### src/rtl/weight_loader_pkg.sv
// Shared layer definitions: loader FSM states and bank-size helpers, so the loader
// and the layer agree on frame length and word ordering (k = m + n*LENGHT_I).
package layer_pkg;

  typedef enum logic [1:0] {
    IDLE   = 2'd0,
    LOAD   = 2'd1,
    COMMIT = 2'd2
  } state_e;

  function automatic int n_w(input int lenght_i, input int lenght_o);
    return lenght_i * lenght_o;
  endfunction

  function automatic int cnt_w(input int words);
    return $clog2(words);
  endfunction

endpackage

### src/rtl/weight_loader_if.sv
// Serial weight stream with valid/ready framing and an end-of-frame marker.
interface weight_loader_if #(
  parameter int WIDTH_W = 9
);
  logic               s_valid;
  logic [WIDTH_W-1:0] s_data;
  logic               s_last;
  logic               s_ready;

  modport master (output s_valid, output s_data, output s_last, input s_ready);
  modport slave  (input s_valid, input s_data, input s_last, output s_ready);
endinterface

### src/rtl/weight_loader.sv
// Assembles a framed weight stream in a shadow bank and commits complete, well-framed
// sets to the layer's parallel weight bus with a one-cycle write strobe.
module weight_loader
  import layer_pkg::*;
#(
  parameter int LENGHT_I = 4,
  parameter int LENGHT_O = 2,
  parameter int WIDTH_W  = 9,
  parameter int N_W      = n_w(LENGHT_I, LENGHT_O),
  parameter int CNT_W    = cnt_w(N_W)
) (
  input  logic                            clk,
  input  logic                            rst_n,
  weight_loader_if.slave                  s,
  output logic [N_W-1:0][WIDTH_W-1:0]     w_o,
  output logic                            wr,
  output logic                            busy,
  output logic                            err
);

  localparam logic [CNT_W-1:0] CNT_LAST = CNT_W'(N_W - 1);

  state_e                         state_r, state_nxt_s;
  logic [CNT_W-1:0]               cnt_r, cnt_nxt_s;
  logic [N_W-1:0][WIDTH_W-1:0]    shadow_r, shadow_nxt_s;
  logic                           wr_nxt_s, err_nxt_s;
  logic                           accept_s;

  assign s.s_ready = (state_r != COMMIT);
  assign busy      = (state_r != IDLE);
  assign accept_s  = s.s_valid && s.s_ready;

  // Next-state, counter, shadow write and strobe decode
  always_comb begin
    state_nxt_s  = state_r;
    cnt_nxt_s    = cnt_r;
    shadow_nxt_s = shadow_r;
    wr_nxt_s     = 1'b0;
    err_nxt_s    = 1'b0;

    // cnt_r is 0 in IDLE, so the first word of a frame always lands in slot 0
    if (accept_s) begin
      shadow_nxt_s[cnt_r] = s.s_data;
    end else begin
      shadow_nxt_s = shadow_r;
    end

    case (state_r)
      IDLE: begin
        if (accept_s) begin
          if (s.s_last) begin
            err_nxt_s = 1'b1;
          end else begin
            state_nxt_s = LOAD;
            cnt_nxt_s   = CNT_W'(1);
          end
        end else begin
          state_nxt_s = IDLE;
        end
      end
      LOAD: begin
        if (accept_s) begin
          if (cnt_r == CNT_LAST) begin
            if (s.s_last) begin
              state_nxt_s = COMMIT;
              wr_nxt_s    = 1'b1;
            end else begin
              state_nxt_s = IDLE;
              cnt_nxt_s   = '0;
              err_nxt_s   = 1'b1;
            end
          end else if (s.s_last) begin
            state_nxt_s = IDLE;
            cnt_nxt_s   = '0;
            err_nxt_s   = 1'b1;
          end else begin
            cnt_nxt_s = cnt_r + CNT_W'(1);
          end
        end else begin
          state_nxt_s = LOAD;
        end
      end
      COMMIT: begin
        state_nxt_s = IDLE;
        cnt_nxt_s   = '0;
      end
      default: begin
        state_nxt_s = IDLE;
        cnt_nxt_s   = '0;
      end
    endcase
  end

  // State, shadow bank, committed bank and registered strobes
  always_ff @(posedge clk or negedge rst_n) begin
    if (!rst_n) begin
      state_r  <= IDLE;
      cnt_r    <= '0;
      shadow_r <= '0;
      w_o      <= '0;
      wr       <= 1'b0;
      err      <= 1'b0;
    end else begin
      state_r  <= state_nxt_s;
      cnt_r    <= cnt_nxt_s;
      shadow_r <= shadow_nxt_s;
      wr       <= wr_nxt_s;
      err      <= err_nxt_s;
      if (wr_nxt_s) begin
        w_o <= shadow_nxt_s;
      end
    end
  end

endmodule

### src/flat_wrapper.sv
// flat-port wrapper written by rule: the top's interface ports become plain ports
module weight_loader_flat import layer_pkg::*;
#(
  parameter int LENGHT_I = 4,
  parameter int LENGHT_O = 2,
  parameter int WIDTH_W  = 9,
  parameter int N_W      = n_w(LENGHT_I, LENGHT_O),
  parameter int CNT_W    = cnt_w(N_W)
)
  (clk, rst_n, w_o, wr, busy, err, s_s_valid, s_s_data, s_s_last, s_s_ready);
  weight_loader_if #(.WIDTH_W(WIDTH_W)) s_i ();
  input  logic clk;
  input  logic rst_n;
  output logic [N_W-1:0][WIDTH_W-1:0] w_o;
  output logic wr;
  output logic busy;
  output logic err;
  input wire logic [$bits(s_i.s_valid)-1:0] s_s_valid;
  input wire logic [$bits(s_i.s_data)-1:0] s_s_data;
  input wire logic [$bits(s_i.s_last)-1:0] s_s_last;
  output wire logic [$bits(s_i.s_ready)-1:0] s_s_ready;
  assign s_i.s_valid = s_s_valid;
  assign s_i.s_data = s_s_data;
  assign s_i.s_last = s_s_last;
  assign s_s_ready = s_i.s_ready;
  weight_loader #(.LENGHT_I(LENGHT_I), .LENGHT_O(LENGHT_O), .WIDTH_W(WIDTH_W), .N_W(N_W), .CNT_W(CNT_W)) u_core (.clk(clk), .rst_n(rst_n), .s(s_i), .w_o(w_o), .wr(wr), .busy(busy), .err(err));
endmodule
### config.mk
export PLATFORM = sky130hd
export DESIGN_NAME = weight_loader_flat
export DESIGN_NICKNAME = d
export VERILOG_FILES = /design/src/rtl/weight_loader_pkg.sv /design/src/rtl/weight_loader_if.sv /design/src/rtl/weight_loader.sv /design/src/flat_wrapper.sv
export SDC_FILE = /design/constraint.sdc
export NUM_CORES = 1
export LEC_CHECK = 0
export CAP_MARGIN = 0
export CORE_MARGIN = 8
export CORE_UTILIZATION = 31
export CTS_CLUSTER_SIZE = 40
export DETAILED_ROUTE_END_ITERATION = 10
export GPL_ROUTABILITY_DRIVEN = 0
export SYNTH_ARGS = -nofsm -noshare
export SYNTH_HDL_FRONTEND = slang
export SYNTH_SLANG_ARGS = --single-unit
### constraint.sdc
create_clock -name clk -period 2.54 [get_ports clk]
set_clock_uncertainty 0.2 [all_clocks]
set_input_delay 0.508 -clock clk [delete_from_list [all_inputs] [get_ports clk]]
set_output_delay 0.508 -clock clk [all_outputs]
set_load 0.005 [all_outputs]
==> run metrics <==
CP top delay family buffers and inverters; design area slightly below 0.008 mm2; Boundary Pins 89; Die Y 153 um; Leakage about 3.7 nW; CP max stage delay ~0.44 ns; WHS approximately 0.29 ns; Critical Path RT 1.83 ns; routed len/inst 18.6 um; Startpoint Class register; CP Cell Sequence buf_4, or2_2, clkdlybuf4s50_1; syn_nets between 300 and 400; HP Class reg -> reg; final std cells w/o fill between 700 and 800; CP Max Fanout 7; RR Endpoint u_core.w_o[50]; DP Wirelength ~9100 um; iteration count of the initial detailed-routing pass 4; endpoints failing setup 0; Slew Limit Fails 0; Placed Area 0.00727 mm2; # DRC 0; Tmin final between 2 and 2.5 ns; TritonCTS Buffers 17; total global routing overflow 0; # nets final 489; Skew-Pair Late Insertion Delay 0.41 ns; WP data arrival between 1.5 and 2 ns; synth unique cells 29; initial antenna violation count 0; footprint of the multi-input gates 0.00198 mm2; Storage cell area around 0.0038 mm2; register area share after synthesis 0.648; number of global-route vias before repair between 3k and 4k; Worst Hold Path EP u_core.shadow_r[66]; gr usage total 0.121; FMAX roughly 0.42 GHz; placed cells between 600 and 700; Worst Hold Path Cells 1; Yosys reg bits roughly 150; root buffer cell clkbuf_16; MaxCap Viol Count 0; largest net degree at the start of global routing slightly above 60; Initial Util 0.314; RSZ-0062 raised after global routing false; synthesized area per cell roughly 17 um2; Slew headroom 0.621; clk slew on worst S/H paths 0.06 ns; critical path class reg -> out; fraction of layout cells with a size suffix above 1 0.443; Hold Crit Start u_core.shadow_r[66]; Peak VDD IR between 0.4 and 0.5 mV; status finished, final reports clean; Reg2Reg Setup Slack 0.34 ns; Buffers & Inverters on Critical Path 2; Slew @ Worst Pin approximately 0.57 ns; Final Routed Wirelength 13,300 um; worst r2r src u_core.cnt_r[0]; period utilisation layout 0.946; Longest Clk Path Bufs 2; DR vias 3,269; Area growth syn-to-layout 33.9%; Core Region between 0.015 and 0.02 mm2; die area 0.0235 mm2; Power Density approximately 750 mW/mm2; Reg2Reg Depth 6; Iteration-0 DRC Markers approximately 120; CTS H-tree lvls 4; final hold violation count 0; Cells after Synth around 350; first-pass GRT wire length between 20,000 and 25,000 um; CTS Sinks between 150 and 200; Crit. End Element primary output; Synth warnings 0; # rows 50; Fill cells approximately 1.7k; Die Wd 153 um; final core occ 0.420; Synth Cell Area between 0.005 and 0.006 mm2; antenna fix cells 0; Worst path slowest cell clkdlybuf4s50_1; PortBufs between 80 and 90; CTS tree built; post-route ant nets 0; Vias/cell roughly 4.6
## sequential cells by signal (all words and copies together), names as in the netlist
name and count:
u_core.shadow_r 72, u_core.err 1, u_core.cnt_r 3, u_core.wr 1
u_core.state_r 2, u_core.w_o 72
## cell families (layout without fill, tap and decap cells)
logic type / count (synthesis) / count (layout) / synth area share
compound gates: 6 / 6 / 0.00644
flops: 151 / 151 / 0.648
simple gates: 25 / 25 / 0.0418
mux: 147 / 147 / 0.283
buf+inv: 16 / 151 / 0.0142
fa+ha+maj: 3 / 3 / 0.00644
## worst max-delay path by stage
stage | end | slack [ns] | startpoint | cells after the start
2_1_floorplan | u_core.w_o[18] | 0.30 | u_core.cnt_r[0] | 7
3_3_place_gp | u_core.w_o[20] | -0.03 | s_s_valid | 6
3_5_place_dp | u_core.w_o[20] | -0.06 | s_s_valid | 6
4_1_cts | busy | 0.11 | u_core.state_r[0] | 3
5_1_grt | busy | 0.07 | u_core.state_r[0] | 3
6_report | busy | 0.14 | u_core.state_r[0] | 3
## metal layers
metal | routed length [um] | vias to the layer above | GRT usage
met5 | 0 | - | 0
met4 | 185 | 0 | 0.0419
met3 | 610 | 12 | 0.0398
met2 | 6290 | 65 | 0.186
met1 | 6230 | 1700 | 0.157
li1 | - | 1492 | -
## through the flow
step / TNS (ns) / power, mW / setup slack, ns
global placement: -0.261 / 3.65 / -0.0325
floorplan: 0 / 3.38 / 0.298
global route: 0 / 6.20 / 0.0699
CTS: 0 / 5.97 / 0.108
detailed placement: -0.892 / 3.71 / -0.0629
finish: 0 / 5.88 / 0.137
## worst reg2reg max path, stage by stage (launching register included)
cell     delay [ns]
dfrtp_1        0.45
ha_1           0.18
ha_1           0.25
ha_1           0.19
and3_4         0.24
buf_12         0.21
mux2_2         0.37
## cell usage in the layout (no fill, tap or decap), drive strengths merged, types with 3 or more instances in the layout
| cell | Yosys | final |
|---|---|---|
| and3 | 3 | 3 |
| buf | 11 | 31 |
| clkbuf | 2 | 19 |
| clkdlybuf4s50 | 0 | 87 |
| clkinv | 1 | 9 |
| dfrtp | 151 | 151 |
| ha | 3 | 3 |
| mux2 | 145 | 145 |
| nor2 | 4 | 4 |
| nor2b | 3 | 3 |
## power breakdown
part / switching [mW] / internal [mW]
logic: 0.349 / 0.419
registers: 0.0994 / 2.78
clock network: 0.909 / 1.32
total: 1.36 / 4.52
## area by class of cell
class	instances	area share
flip-flops and latches	151	0.484
multi-input cells	181	0.253
repair buffers	119	0.158
clock buffers	19	0.0554
well taps	234	0.0375
clock inverters	10	0.0109
inverters	3	0.00160
## timing repair
action | CTS | global route
setup buffers | 1 | 0
resized for setup | 1 | 0
endpoints found under the hold margin | 57 | 0
endpoints found under the setup margin | 1 | 0
hold buffers | 1 | 0
## synthesized netlist by cell type
| cell type | count | area, um2 |
|---|---|---|
| a21oi_1 | 2 | 10.0 |
| a22o_1 | 1 | 8.76 |
| a32oi_1 | 1 | 8.76 |
| and2_1 | 1 | 6.26 |
| and3_1 | 3 | 18.8 |
| buf_2 | 9 | 45.0 |
| buf_4 | 1 | 7.51 |
| buf_6 | 1 | 11.3 |
| clkbuf_1 | 2 | 7.51 |
| clkinv_1 | 1 | 3.75 |
| dfrtp_1 | 151 | 3780 |
| ha_1 | 3 | 37.5 |
| inv_1 | 2 | 7.51 |
| mux2_1 | 1 | 11.3 |
| mux2_2 | 144 | 1620 |
| mux2i_1 | 2 | 20.0 |
| nand2_1 | 2 | 7.51 |
| nand2b_1 | 1 | 6.26 |
| nand3_1 | 1 | 5.00 |
| nand4_2 | 2 | 25.0 |
| nand4b_2 | 2 | 30.0 |
| nor2_1 | 4 | 15.0 |
| nor2b_1 | 2 | 12.5 |
| nor2b_4 | 1 | 13.8 |
| nor3b_1 | 1 | 7.51 |
| nor4_4 | 2 | 42.5 |
| nor4b_4 | 2 | 47.6 |
| o21ai_0 | 2 | 10.0 |
| or2_2 | 1 | 6.26 |
No activity file was read; power rests on OpenSTA's default activity.
